$ cat src/rtl/vga_timing_gen.sv
// vga_timing_gen: parametrised VGA raster timing with registered levels and strobe-gated pulses.
// Define VGA_TIMING_FRAME_CNT_EN to build the o_frame counter; otherwise o_frame is tied to 0.
module vga_timing_gen #(
  parameter int H_ACTIVE = 1024,
  parameter int H_FP     = 24,
  parameter int H_SYNC   = 136,
  parameter int H_BP     = 160,
  parameter int V_ACTIVE = 768,
  parameter int V_FP     = 3,
  parameter int V_SYNC   = 6,
  parameter int V_BP     = 29,
  parameter bit H_POL    = 1'b0,
  parameter bit V_POL    = 1'b0,
  parameter int CW       = 12,
  parameter int FW       = 16
) (
  input  logic          i_clk,
  input  logic          i_rst,
  input  logic          i_pix_stb,
  output logic          o_hs,
  output logic          o_vs,
  output logic          o_active,
  output logic          o_hblank,
  output logic          o_vblank,
  output logic          o_linestart,
  output logic          o_screenend,
  output logic          o_animate,
  output logic [CW-1:0] o_x,
  output logic [CW-1:0] o_y,
  output logic [FW-1:0] o_frame
);
  localparam int H_TOTAL = H_ACTIVE + H_FP + H_SYNC + H_BP;
  localparam int V_TOTAL = V_ACTIVE + V_FP + V_SYNC + V_BP;
  localparam int H_SS = H_ACTIVE + H_FP;
  localparam int H_SE = H_SS + H_SYNC;
  localparam int V_SS = V_ACTIVE + V_FP;
  localparam int V_SE = V_SS + V_SYNC;
  localparam logic [CW-1:0] H_LAST = CW'(H_TOTAL - 1);
  localparam logic [CW-1:0] V_LAST = CW'(V_TOTAL - 1);
  localparam logic [CW-1:0] X_MAX  = CW'(H_ACTIVE - 1);
  localparam logic [CW-1:0] Y_MAX  = CW'(V_ACTIVE - 1);

  logic [CW-1:0] h_q, h_d, v_q, v_d, x_q, x_d, y_q, y_d;
  logic hs_q, hs_d, vs_q, vs_d, hblank_q, hblank_d, vblank_q, vblank_d, active_q;
  logic h_wrap, v_wrap;

  // Levels are decoded from the next position so they describe the pixel now held.
  always_comb begin
    h_wrap   = h_q == H_LAST;
    v_wrap   = v_q == V_LAST;
    h_d      = !i_pix_stb ? h_q : h_wrap ? '0 : h_q + 1'b1;
    v_d      = !(i_pix_stb && h_wrap) ? v_q : v_wrap ? '0 : v_q + 1'b1;
    hblank_d = int'(h_d) >= H_ACTIVE;
    vblank_d = int'(v_d) >= V_ACTIVE;
    hs_d     = (int'(h_d) >= H_SS && int'(h_d) < H_SE) ? H_POL : !H_POL;
    vs_d     = (int'(v_d) >= V_SS && int'(v_d) < V_SE) ? V_POL : !V_POL;
    x_d      = hblank_d ? X_MAX : h_d;
    y_d      = vblank_d ? Y_MAX : v_d;
  end

  always_ff @(posedge i_clk) begin
    if (i_rst) begin
      h_q      <= '0;
      v_q      <= '0;
      x_q      <= '0;
      y_q      <= '0;
      hs_q     <= !H_POL;
      vs_q     <= !V_POL;
      hblank_q <= 1'b0;
      vblank_q <= 1'b0;
      active_q <= 1'b1;
    end else begin
      h_q      <= h_d;
      v_q      <= v_d;
      x_q      <= x_d;
      y_q      <= y_d;
      hs_q     <= hs_d;
      vs_q     <= vs_d;
      hblank_q <= hblank_d;
      vblank_q <= vblank_d;
      active_q <= !hblank_d && !vblank_d;
    end
  end

`ifdef VGA_TIMING_FRAME_CNT_EN
  logic [FW-1:0] frame_q, frame_d;
  always_comb frame_d = (i_pix_stb && h_wrap && v_wrap) ? frame_q + 1'b1 : frame_q;
  always_ff @(posedge i_clk) frame_q <= i_rst ? '0 : frame_d;
  assign o_frame = frame_q;
`else
  assign o_frame = {FW{1'b0}};
`endif

  assign o_hs        = hs_q;
  assign o_vs        = vs_q;
  assign o_active    = active_q;
  assign o_hblank    = hblank_q;
  assign o_vblank    = vblank_q;
  assign o_x         = x_q;
  assign o_y         = y_q;
  assign o_linestart = i_pix_stb && !i_rst && h_wrap;
  assign o_animate   = i_pix_stb && !i_rst && h_wrap && v_q == Y_MAX;
  assign o_screenend = i_pix_stb && !i_rst && h_wrap && v_wrap;
endmodule

$ cat config.mk
export PLATFORM = sky130hd
export DESIGN_NAME = vga_timing_gen
export DESIGN_NICKNAME = d
export VERILOG_FILES = /design/src/rtl/vga_timing_gen.sv
export SDC_FILE = /design/constraint.sdc
export NUM_CORES = 1
export LEC_CHECK = 0
export CAP_MARGIN = 10
export CORE_ASPECT_RATIO = 1.25
export CORE_UTILIZATION = 45
export CTS_CLUSTER_DIAMETER = 150
export DETAILED_ROUTE_END_ITERATION = 6
export GPL_ROUTABILITY_DRIVEN = 0
export PLACE_DENSITY = 0.79
export SYNTH_ARGS = -nofsm -noshare
export SYNTH_HDL_FRONTEND = slang
export SYNTH_SLANG_ARGS = --single-unit
$ cat constraint.sdc
create_clock -name i_clk -period 2.5 [get_ports i_clk]
set_input_delay 0.25 -clock i_clk [delete_from_list [all_inputs] [get_ports i_clk]]
set_output_delay 0.25 -clock i_clk [all_outputs]
set_load 0.02 [all_outputs]
# Word-level counts from Yosys, hierarchy flattened
# Cells that the tools add are included.
[totals]
elab_cells = 43
in_bits = 3
output_inout_bits = 48
reg_bits = 53
[op_classes]
order_cmp = 6
add_sub_neg = 2
reduce_logical = 13
eq_ne = 3
muxes = 8
[ops]
columns = ["cell", "n"]
rows = [
  ["12-bit two-way mux", 4],
  ["12-bit by 1-bit adder with 12-bit output, second input constant", 2],
  ["12-bit by 10-bit == test with 1-bit output, second input constant", 2],
  ["12-bit by 10-bit >= comparator with 1-bit output, second input constant", 2],
  ["12-bit by 11-bit >= comparator with 1-bit output, second input constant", 2],
  ["10-bit two-way mux", 2],
  ["12-bit by 11-bit == test with 1-bit output, second input constant", 1],
  ["12-bit by 10-bit < comparator with 1-bit output, second input constant", 1],
  ["12-bit by 11-bit < comparator with 1-bit output, second input constant", 1],
  ["1-bit logical AND", 8],
  ["2-bit OR reduction", 2],
  ["1-bit logical NOT", 3],
  ["1-bit two-way mux", 2],
]

# Depth between registers and ports, before layout
# Gate-level depths: netlist of the first run.
[depth]
ltp_word = 6
depth_mapped = 9
mapped_depth_nobuf = 8

# Worst setup path before layout of the first run
# OpenSTA, ideal clock, no wires.
[synth_path]
path_type = "reg2reg"
startpoint = "register h_q[6]"
endpoint = "register active_q (netlist: o_active)"
synth_period_minus_slack_ns = 2.496
setup_time_ns = 0.113
arrival_time_ns = 2.384
required_time_ns = 2.387
path_stages_with_launch = 10
slack_ns = 0.004
cell_sequence = "dfxtp_1 -> buf_6 -> or4b_4 -> or4_1 -> buf_6 -> buf_6 -> nor4_4 -> o22ai_1 -> a31o_4 -> and2_4"
[synth_via]
elab_chain_cells = 6
[synth_rtl]
columns = ["element", "line_no", "text"]
rows = [
  ["start, declared", "43", "logic [CW-1:0] h_q, h_d, v_q, v_d, x_q, x_d, y_q, y_d;"],
  ["start signal, assigned", "63", "h_q <= '0;"],
  ["start signal, assigned", "73", "h_q <= h_d;"],
  ["12-bit by 1-bit adder with 12-bit output / 12-bit by 11-bit == test with 1-bit output (equally long branches)", "51, 49", ""],
  ["12-bit two-way mux / 1-bit logical AND (equally long branches)", "51, 52", ""],
  ["12-bit two-way mux (on tied branches)", "51, 52", ""],
  ["12-bit by 11-bit >= comparator with 1-bit output / 12-bit by 10-bit >= comparator with 1-bit output (equally long branches)", "53, 54", ""],
  ["1-bit logical NOT", "81", "active_q <= !hblank_d && !vblank_d;"],
  ["1-bit logical AND *", "81", ""],
  ["end signal, assigned", "81", ""],
  ["end, declared", "44", "logic hs_q, hs_d, vs_q, vs_d, hblank_q, hblank_d, vblank_q, vblank_d, active_q;"],
]
# Every way passes the cells marked *; elsewhere a longest branch is shown, timed or not.
# A chain may end at the register's enable or synchronous reset.

# Final worst setup path of the first run
[layout_path]
startpoint = "register h_q[6]"
endpoint = "register vs_q (netlist: o_vs)"
[layout_via]
elab_chain_cells = 6
[layout_rtl]
columns = ["element", "line_no", "text"]
rows = [
  ["12-bit by 11-bit == test with 1-bit output *", "49", "h_wrap = h_q == H_LAST;"],
  ["1-bit logical AND *", "52", "v_d = !(i_pix_stb && h_wrap) ? v_q : v_wrap ? '0 : v_q + 1'b1;"],
  ["12-bit two-way mux *", "52", ""],
  ["12-bit by 10-bit >= comparator with 1-bit output / 12-bit by 10-bit < comparator with 1-bit output (equally long branches)", "56", "vs_d = (int'(v_d) >= V_SS && int'(v_d) < V_SE) ? V_POL : !V_POL;"],
  ["1-bit logical AND *", "56", ""],
  ["1-bit two-way mux *", "56", ""],
  ["end signal, assigned", "68", "vs_q <= !V_POL;"],
  ["end signal, assigned", "78", "vs_q <= vs_d;"],
  ["end, declared", "44", ""],
]
# Marked as above.

==> out/qor.yml, run 1 <==
status: "finished clean"
insertion_delay_ns: 0.30
placed_area_sq_um: 2850
cp.required_ns: 2.73
drtIter0Drc: 80
crit_family: "simple AND/OR/NAND/NOR gates"
crit_type: "flip-flop to flip-flop"
dp_cells: 372
clkSlewWorstSetupHoldPaths_ns: 0.10
io_buffers: 34
htreeDepth: 2
timing.final.ws_setup_ns: 0.0111
ir_drop_mv: 0.435
hp-class: "flip-flop to flip-flop"
drv_slew: 0
core_sq_um: 5040
period_minus_slack_ns: 2.49
synth_area_sq_um: 2350
clock-root-buffer: "clkbuf_8"
finalNetCount: 326
cp.arrival_ns: 2.72
synth_area_leaders: "dfxtp_1 (45%), nor2_1 (6.2%), buf_4 (5.1%)"
worst-path-buf-inv: 2
dieArea_sq_um: 5520
ys_ff_latch: 53
avgRoutedWirePerCell_microns: 12.6
drive_gt1_share_pct: 19.1
report.final.hold_viol_count: 0
powerDensity_nw_per_um2: 479
syn_to_final_growth_pct: 27.7
grt_use_total_pct: 18.6
die_x_microns: 66.6
leakage_nw: 1.23
vias: 1947
grt_pass1_wl_microns: 7820
syn_avg_cell_area_sq_um: 9.04
num_rows: 29
wirelength_microns: 4830
tightest_slew_ns: 0.562
fin_crit_sh_pct: 99.6
start_util_pct: 46.6
clock_skew_ns: 0.00763
drc: 0
worstSetupStartpointType: "flip-flop"
pre_cts_ws_ns: -0.241
fmax_mhz: 402
cts_inserted_buffers: 5
synth_cells: 260
fp.dieH_microns: 82.8
cts_max_path_buffers: 2
cts_tree: "yes"
first_pass_iters: 7
ant_nets: 0
rrSetupSlack_ns: 0.01
max_cap_viol_count: 0
synth_top_area_share_pct: 45.2
critPathMaxFanout: 7
crit_chain: "or4b_4 > or4_4 > buf_6 > buf_4 > or3_4 > nor3b_1 > o211a_1 > o2111ai_1"
fin_cells: 382
yosys_warnings: 0
antenna_found_initial: 0
utilization_pct: 59.5
synth_top_cell_by_area: "dfxtp_1"
slowest_delay_ns: 0.53
yosysUniqueCellTypes: 55
postLayoutCellArea_sq_um: 3000
crit_path_end_kind: "flip-flop"
rsz0062_at_grt: "true"
maxSlewHeadroom_pct: 62.0
async_reset_ff_share_pct: 0
io_pins: 51
vias_per_cell: 5.10
numClockSinks: 53
yosysSeqAreaShare_pct: 45.2
place_hpwl_microns: 3530
setup_viol: 0
synth_ff_type: "dfxtp_1"
grt_max_degree: 23
total_power_mw: 1.44
first_global_vias: 1721
diodes: 0
grt_overflow_total: 0
crit_slowest_cell: "or4b_4"
synth_edf_count: 0
==> repair_timing <==
action / 4_1_cts / 5_1_grt
pin swaps: 2 / 1
cloned: 1 / 0
buffers inserted: 1 / 0
gates resized for setup: 16 / 11
setup endpoints to repair: 13 / 14
hold buffers: 0 / 0
==> worst register-to-register path: stages, from the launching register on <==
cell       delay, ns
dfxtp_2         0.33
or4b_4          0.53
or4_4           0.44
buf_6           0.16
buf_4           0.14
or3_4           0.39
nor3b_1         0.15
o211a_1         0.21
o2111ai_1       0.08
==> metrics by stage <==
step                      hold WS, ns  setup TNS [ns]
final                           0.565               0
after global routing            0.607          -0.271
after CTS                       0.564               0
after detailed placement        0.543           -1.62
after global placement          0.535          -0.811
after floorplan                 0.492               0
==> synth_stat cells, drive strengths merged, types with 3 or more instances <==
library cell  instances
dfxtp                53
nor3                  7
nand4                10
xnor2                 7
nand2                12
ha                    4
nand3                 3
nor4                  5
inv                   5
nor2                 39
and3                  5
clkbuf               10
buf                  21
a21oi                 8
xor2                 11
and2                  3
o21ai                21
==> where the power goes <==
group	switching, mW	leakage, nW	internal, mW
Clock	0.272	0.0512	0.225
Sequential	0.00329	0.430	0.854
Combinational	0.0556	0.748	0.0292
==> cells in the final DEF, fill, tap and decap left out, types with 2 or more instances in the layout <==
cell,synthesis,final
or2_2,2,2
nand4_1,10,10
nand3_1,3,3
o21ai_1,0,3
buf_4,16,28
nor4_4,1,3
xnor2_1,7,6
xor2_1,11,11
mux2i_1,2,2
clkbuf_8,0,6
nand2b_1,2,2
o31a_2,2,2
a21oi_1,8,8
clkdlybuf4s50_1,0,31
inv_1,5,5
buf_2,1,3
and3_1,5,5
ha_1,4,4
o21ai_0,21,18
nor2_1,39,38
and2_1,2,2
a211oi_1,2,2
nor3_1,7,6
conb_1,1,20
nand2_1,12,12
dfxtp_1,53,52
==> flip-flops by register name, summed over array words and instances, names as in the netlist <==
name,count
o_y,12
o_active,1
o_vs,1
v_q,12
o_x,12
o_vblank,1
h_q,12
o_hblank,1
o_hs,1
==> area by class of cell <==
type | count | area (sq um)
timing repair buffer | 64 | 552
clock buffer | 6 | 82.6
fill | 434 | 2040
sequential | 53 | 1060
tap | 62 | 77.6
clock inverter | 2 | 13.8
inverter | 5 | 18.8
multi-input combinational | 190 | 1190
==> path summary, 6_finish.rpt <==
| check | start | to | cells past startpoint |
|---|---|---|---|
| setup / recovery | h_q[6]$_SDFF_PP0_ | o_vs$_SDFF_PP1_ | 8 |
| hold / removal | v_q[11]$_SDFF_PP0_ | o_vs$_SDFF_PP1_ | 2 |
| hold reg to reg | v_q[11]$_SDFF_PP0_ | o_vs$_SDFF_PP1_ | 2 |
| setup reg to reg | h_q[6]$_SDFF_PP0_ | o_vs$_SDFF_PP1_ | 8 |
==> logic make-up (layout without fill, tap and decap cells) <==
logic type,Yosys count,after routing,share of synthesized area [%]
muxes,2,2,0.852
adders and majority gates,4,4,2.13
AOI/OAI and AO/OA,49,49,13.7
and+or+nand+nor,97,97,21.9
other,1,20,0.160
xor gates and xnor gates,18,18,6.71
DFF,53,53,45.2
buffers and inverters,36,77,9.37
==> routing by layer <==
layer | vias up | routed length [microns] | track usage, %
met2 | 67 | 2480 | 31.6
met3 | 14 | 210 | 4.37
met5 | - | 0 | 0
li1 | 980 | - | -
met1 | 886 | 1980 | 21.5
met4 | 0 | 153 | 9.79
Power figures use the tool's default switching activity.
==> run 2: changes to the inputs <==
--- a/config.mk
+++ b/config.mk
@@ -12,6 +12,7 @@
 export DETAILED_ROUTE_END_ITERATION = 6
 export GPL_ROUTABILITY_DRIVEN = 0
 export PLACE_DENSITY = 0.79
+export SLEW_MARGIN = 25
 export SYNTH_ARGS = -nofsm -noshare
 export SYNTH_HDL_FRONTEND = slang
 export SYNTH_SLANG_ARGS = --single-unit
==> results of run 2 <==
Final layout, timing and power as in run 1 (identical DEF).
